===== config.mk =====
export PLATFORM = sky130hd
export DESIGN_NAME = wbgpio_sched
export DESIGN_NICKNAME = d
export VERILOG_FILES = /design/src/rtl/wbgpio_sched.sv
export SDC_FILE = /design/constraint.sdc
export NUM_CORES = 1
export LEC_CHECK = 0
export ABC_AREA = 0
export CORE_ASPECT_RATIO = 1.2
export CORE_MARGIN = 4
export CORE_UTILIZATION = 45
export DETAILED_ROUTE_END_ITERATION = 8
export GPL_TIMING_DRIVEN = 0
export PLACE_DENSITY = 0.63
export RECOVER_POWER = 100
export SYNTH_ARGS = -nofsm -noshare
export SYNTH_HDL_FRONTEND = slang
export SYNTH_SLANG_ARGS = --single-unit

===== constraint.sdc =====
create_clock -name i_clk -period 10.4 [get_ports i_clk]
set_input_delay 1.56 -clock i_clk [delete_from_list [all_inputs] [get_ports i_clk]]
set_output_delay 1.56 -clock i_clk [all_outputs]
set_load 0.05 [all_outputs]

===== src/rtl/wbgpio_sched.sv =====
// Timed GPIO output scheduler: queues (delay, mask, value) commands and replays
// each as a single-beat Wishbone write of {mask, value} after its delay expires.
`timescale 1ns/1ps
module wbgpio_sched #(
    parameter int LGFIFO = 3,
    parameter int DW     = 16
) (
    input  logic              i_clk,
    input  logic              i_reset,
    input  logic              i_cmd_valid,
    output logic              o_cmd_ready,
    input  logic [DW-1:0]     i_cmd_delay,
    input  logic [15:0]       i_cmd_mask,
    input  logic [15:0]       i_cmd_value,
    output logic              o_wb_cyc,
    output logic              o_wb_stb,
    output logic              o_wb_we,
    output logic [31:0]       o_wb_data,
    output logic [3:0]        o_wb_sel,
    input  logic              i_wb_stall,
    input  logic              i_wb_ack,
    input  logic              i_wb_err,
    output logic              o_busy,
    output logic              o_empty,
    output logic [LGFIFO:0]   o_fill,
    output logic              o_err,
    output logic [1:0]        o_state
);
    localparam int DEPTH = 1 << LGFIFO;
    localparam int EW    = DW + 32;
    localparam logic [LGFIFO:0] FULL_FILL = (LGFIFO+1)'(DEPTH);

    typedef enum logic [1:0] {S_IDLE, S_WAIT, S_BUS, S_ACK} state_t;

    logic [EW-1:0]     fifo_mem [DEPTH];
    logic [LGFIFO-1:0] wr_ptr, rd_ptr;
    logic [LGFIFO:0]   fill;
    logic [EW-1:0]     head;
    logic              full, push, pop;

    state_t            state, state_n;
    logic [DW-1:0]     cnt, cnt_n;
    logic              cyc_n, stb_n, load, err_set;

    // Command handshake: a command transfers on any cycle where valid && ready;
    // ready is low while full or while reset is asserted.
    assign full        = (fill == FULL_FILL);
    assign o_cmd_ready = !i_reset && !full;
    assign push        = i_cmd_valid && o_cmd_ready;
    assign head        = fifo_mem[rd_ptr];

    always_ff @(posedge i_clk) begin
        if (push)
            fifo_mem[wr_ptr] <= {i_cmd_delay, i_cmd_mask, i_cmd_value};
    end

    always_ff @(posedge i_clk) begin
        if (i_reset) begin
            wr_ptr <= '0;
            rd_ptr <= '0;
            fill   <= '0;
        end else begin
            if (push)
                wr_ptr <= wr_ptr + 1'b1;
            if (pop)
                rd_ptr <= rd_ptr + 1'b1;
            case ({push, pop})
                2'b10:   fill <= fill + 1'b1;
                2'b01:   fill <= fill - 1'b1;
                default: ;
            endcase
        end
    end

    always_ff @(posedge i_clk) begin
        if (i_reset) begin
            state     <= S_IDLE;
            cnt       <= '0;
            o_wb_cyc  <= 1'b0;
            o_wb_stb  <= 1'b0;
            o_wb_data <= '0;
            o_err     <= 1'b0;
        end else begin
            state    <= state_n;
            cnt      <= cnt_n;
            o_wb_cyc <= cyc_n;
            o_wb_stb <= stb_n;
            if (load)
                o_wb_data <= head[31:0];
            if (err_set)
                o_err <= 1'b1;
        end
    end

    // Bus errors win over acks; an errored command is dropped, never retried.
    always_comb begin
        state_n = state;
        cnt_n   = cnt;
        cyc_n   = o_wb_cyc;
        stb_n   = o_wb_stb;
        pop     = 1'b0;
        load    = 1'b0;
        err_set = 1'b0;
        case (state)
            S_IDLE: begin
                if (!o_empty) begin
                    pop     = 1'b1;
                    load    = 1'b1;
                    cnt_n   = head[EW-1:32];
                    state_n = S_WAIT;
                end
            end
            S_WAIT: begin
                if (cnt == '0) begin
                    cyc_n   = 1'b1;
                    stb_n   = 1'b1;
                    state_n = S_BUS;
                end else begin
                    cnt_n = cnt - 1'b1;
                end
            end
            S_BUS: begin
                if (i_wb_err) begin
                    cyc_n   = 1'b0;
                    stb_n   = 1'b0;
                    err_set = 1'b1;
                    state_n = S_IDLE;
                end else if (!i_wb_stall) begin
                    stb_n = 1'b0;
                    if (i_wb_ack) begin
                        cyc_n   = 1'b0;
                        state_n = S_IDLE;
                    end else begin
                        state_n = S_ACK;
                    end
                end
            end
            S_ACK: begin
                if (i_wb_err) begin
                    cyc_n   = 1'b0;
                    err_set = 1'b1;
                    state_n = S_IDLE;
                end else if (i_wb_ack) begin
                    cyc_n   = 1'b0;
                    state_n = S_IDLE;
                end
            end
            default: state_n = S_IDLE;
        endcase
    end

    assign o_wb_we  = 1'b1;
    assign o_wb_sel = 4'hf;
    assign o_busy   = (state != S_IDLE);
    assign o_empty  = (fill == '0);
    assign o_fill   = fill;
    assign o_state  = state;

endmodule


==> reports/summary.txt <==
worst hold path depth: 2
sequential area share after synthesis: 74.0%
ys flop type: edfxtp_1
DRT iter0 DRCs: 699
commonest non-fill, non-tap cell in the layout: edfxtp_1
startpoint types: input port
CTS max path bufs: 3
htree depth: 2
Post-DP HPWL: 25000 um
CP max stage cell: nor2_1
failing checks: max-capacitance violations, max-slew violations
crit path max fanout: 19
drt total wl: 38500 um
synthesized flop and latch total: 450
Mapped Avg Cell Area: 18.6 um^2
most used cell, CP: clkbuf_1
Worst Hold Class: reg -> reg
# resized after CTS: 0
flop2flop setup slack: 5.07 ns
Post-DRT Antenna Nets: 0
clock-pin transition on the worst setup and hold timing paths: 0.06 ns
port buffer count: 96
Core Rows: 78
Placer Congestion: 0.851
worst skew pair latency: 0.55 ns
setup TNS: 0 ns
P&R area growth vs syn: 18.1%
Die ar.: 41800 um^2
Relative slew margins: -25.0%
boundary pin count: 103
drt first pass iters: 5
grt total ovfl: 0
core area: 38000 um^2
measured slew at the worst slew-check pin: 1.88 ns
routed vias/inst: 5.64
WP data required: 10.56 ns
share of cells above drive strength 1: 17.2%
FF+latch area: 12900 um^2
EDFF count, synth: 384
largest net degree at the start of global routing: 25
RSZ-0062 raised after global routing: no
post-synth cell types: 54
Tcrit/Tclk final: 59.2%
# setup viols final: 0
final core utilization: 54.1%
post-synthesis instance total: 932
Fill cells: 2970
Initial Utilization: 45.8%
CTS tree: built
VDD IR-drop max: 0.154 mV
Max Cap Viol: 9
Root Driver: clkbuf_16
class of the most critical setup path: in -> reg
Synth warnings: 0
hold_buf cts: 0
drt wl/cell: 23.8 um
largest stage delay on the critical path: 1.38 ns
Final Skew: 0.0163 ns
reg-to-reg critical path startpoint: o_fill[1]$_SDFFE_PP0P_
Multi-input gate area: 4180 um^2
cell area after synthesis: 17400 um^2
number of global-route vias before repair: 9398
nets: 1163
most frequent cells in the layout: edfxtp_1, dlygate4sd3_1, mux4_2
first-pass GRT wire length: 58400 um
worst reg2reg path endpoint: fifo_mem[2][23]$_DFFE_PP_
hold path startpoint: o_err$_SDFFE_PP0P_
WP data arrival: 6.32 ns
initial antenna violation count: 4
DRC: 0
Setup Fix Bufs, Post-CTS: 0
Pins Over Slew Limit: 190
chip height: 223 um
post-layout min period: 6.16 ns
chip width: 187 um
worst-path cell chain: clkbuf_1, a21oi_1, nand2_1, or2_0, nor2_1, clkbuf_1, clkbuf_1
status: finished with violations
Post-synth ARST share: 0%
clock sink count: 450
pwr dens: 247 nW/um^2
Lkg Pwr: 6.57 nW
CTS Buf Count: 44
Fin. Hold Viols: 0
critical path capture point type: flip-flop
Worst Reg-to-Reg Cells: 8
Vias: 9128
Hold Path End: o_err$_SDFFE_PP0P_
gr usage total: 18.3%
Fmax: 162 MHz
## logic make-up after synthesis
group | Yosys count | share of synthesized area [%]
AOI/OAI and AO/OA | 116 | 4.55
adders and majority gates | 7 | 0.504
and+or+nand+nor | 147 | 4.18
DFF | 450 | 74.0
muxes | 137 | 14.4
xor gates and xnor gates | 6 | 0.302
other | 1 | 0.0216
buffers and inverters | 68 | 2.04
## synthesized netlist by cell type, types with 3 or more instances
library cell | number | share of area, %
edfxtp_1 | 384 | 66
mux4_2 | 91 | 12
dfxtp_1 | 66 | 7.6
nor2_1 | 61 | 1.3
mux2i_1 | 45 | 2.6
a211oi_1 | 36 | 1.6
a21oi_1 | 34 | 0.98
clkbuf_1 | 23 | 0.50
nand2_1 | 21 | 0.45
buf_4 | 18 | 0.78
nand3_1 | 17 | 0.49
buf_2 | 13 | 0.37
inv_1 | 10 | 0.22
nor3_1 | 9 | 0.26
o21ai_1 | 8 | 0.23
ha_1 | 7 | 0.50
nand2b_1 | 6 | 0.22
o21ai_0 | 6 | 0.17
a21o_1 | 5 | 0.22
nor4_1 | 5 | 0.18
xor2_1 | 5 | 0.25
and3_1 | 4 | 0.14
nor2b_1 | 4 | 0.14
o211ai_1 | 4 | 0.17
o21a_1 | 4 | 0.17
o32ai_1 | 4 | 0.20
a211o_1 | 3 | 0.15
nand4_1 | 3 | 0.11
nor3b_1 | 3 | 0.13
## report_power, final
part	switching, mW	internal (mW)	total, mW
Sequential	0.0669	2.07	2.13
Clock	0.655	0.970	1.62
Combinational	0.794	0.510	1.30
## registers in the layout (all words and copies together), names as in the netlist, named ones only
register and flops:
cnt 16, fifo_mem 384, o_err 1, o_fill 4, o_state 2, o_wb_cyc 1
o_wb_data 32, o_wb_stb 1, rd_ptr 3, wr_ptr 3
## cell type report
cell class,count,area share (%)
antenna,1,0.0122
inverter,10,0.183
sequential,450,62.6
multi-input combinational,418,20.4
buffer,58,1.47
timing repair buffer,120,5.12
clock inverter,15,0.756
clock buffer,67,6.58
tap,480,2.93
## worst max-delay path: cells and delay by family
kind	cells	cell delay, ns
and+or+nand+nor	3	1.93
AOI/OAI and AO/OA	1	0.44
buffers and inverters	3	2.35
## routing by layer
layer	up-vias	track usage, %	part of all wire (%)
li1	4097	-	-
met1	4725	24.4	42
met2	237	31.5	51
met3	65	3.33	4.8
met4	4	4.81	2.1
met5	-	0	0.062
## stage by stage
| step | instances | setup slack, ns | hold WS [ns] | power (mW) | instance area (um^2) |
|---|---|---|---|---|---|
| 2_1_floorplan | 936 | 3.31 | 0.462 | 3.11 | 17400 |
| 3_3_place_gp | 1512 | 0.116 | 0.455 | 3.51 | 19000 |
| 3_5_place_dp | 1536 | 5.63 | 0.470 | 3.53 | 19400 |
| 4_1_cts | 1618 | 5.62 | 0.484 | 5.15 | 20900 |
| 5_1_grt | 1618 | 3.72 | 0.516 | 5.29 | 20500 |
| 6_report | 1619 | 4.24 | 0.469 | 5.06 | 20500 |
## worst max-delay path by stage
| stage | startpoint | end | cells past startpoint |
|---|---|---|---|
| after global placement | i_reset | fifo_mem[0][23]$_DFFE_PP_ | 5 |
| final | i_reset | fifo_mem[2][23]$_DFFE_PP_ | 7 |
| after floorplan | i_reset | fifo_mem[0][0]$_DFFE_PP_ | 5 |
| after global routing | i_reset | fifo_mem[2][23]$_DFFE_PP_ | 7 |
| after detailed placement | i_reset | o_cmd_ready | 3 |
| after CTS | i_reset | o_cmd_ready | 3 |
Note: power is estimated with default switching activity, not from simulation.
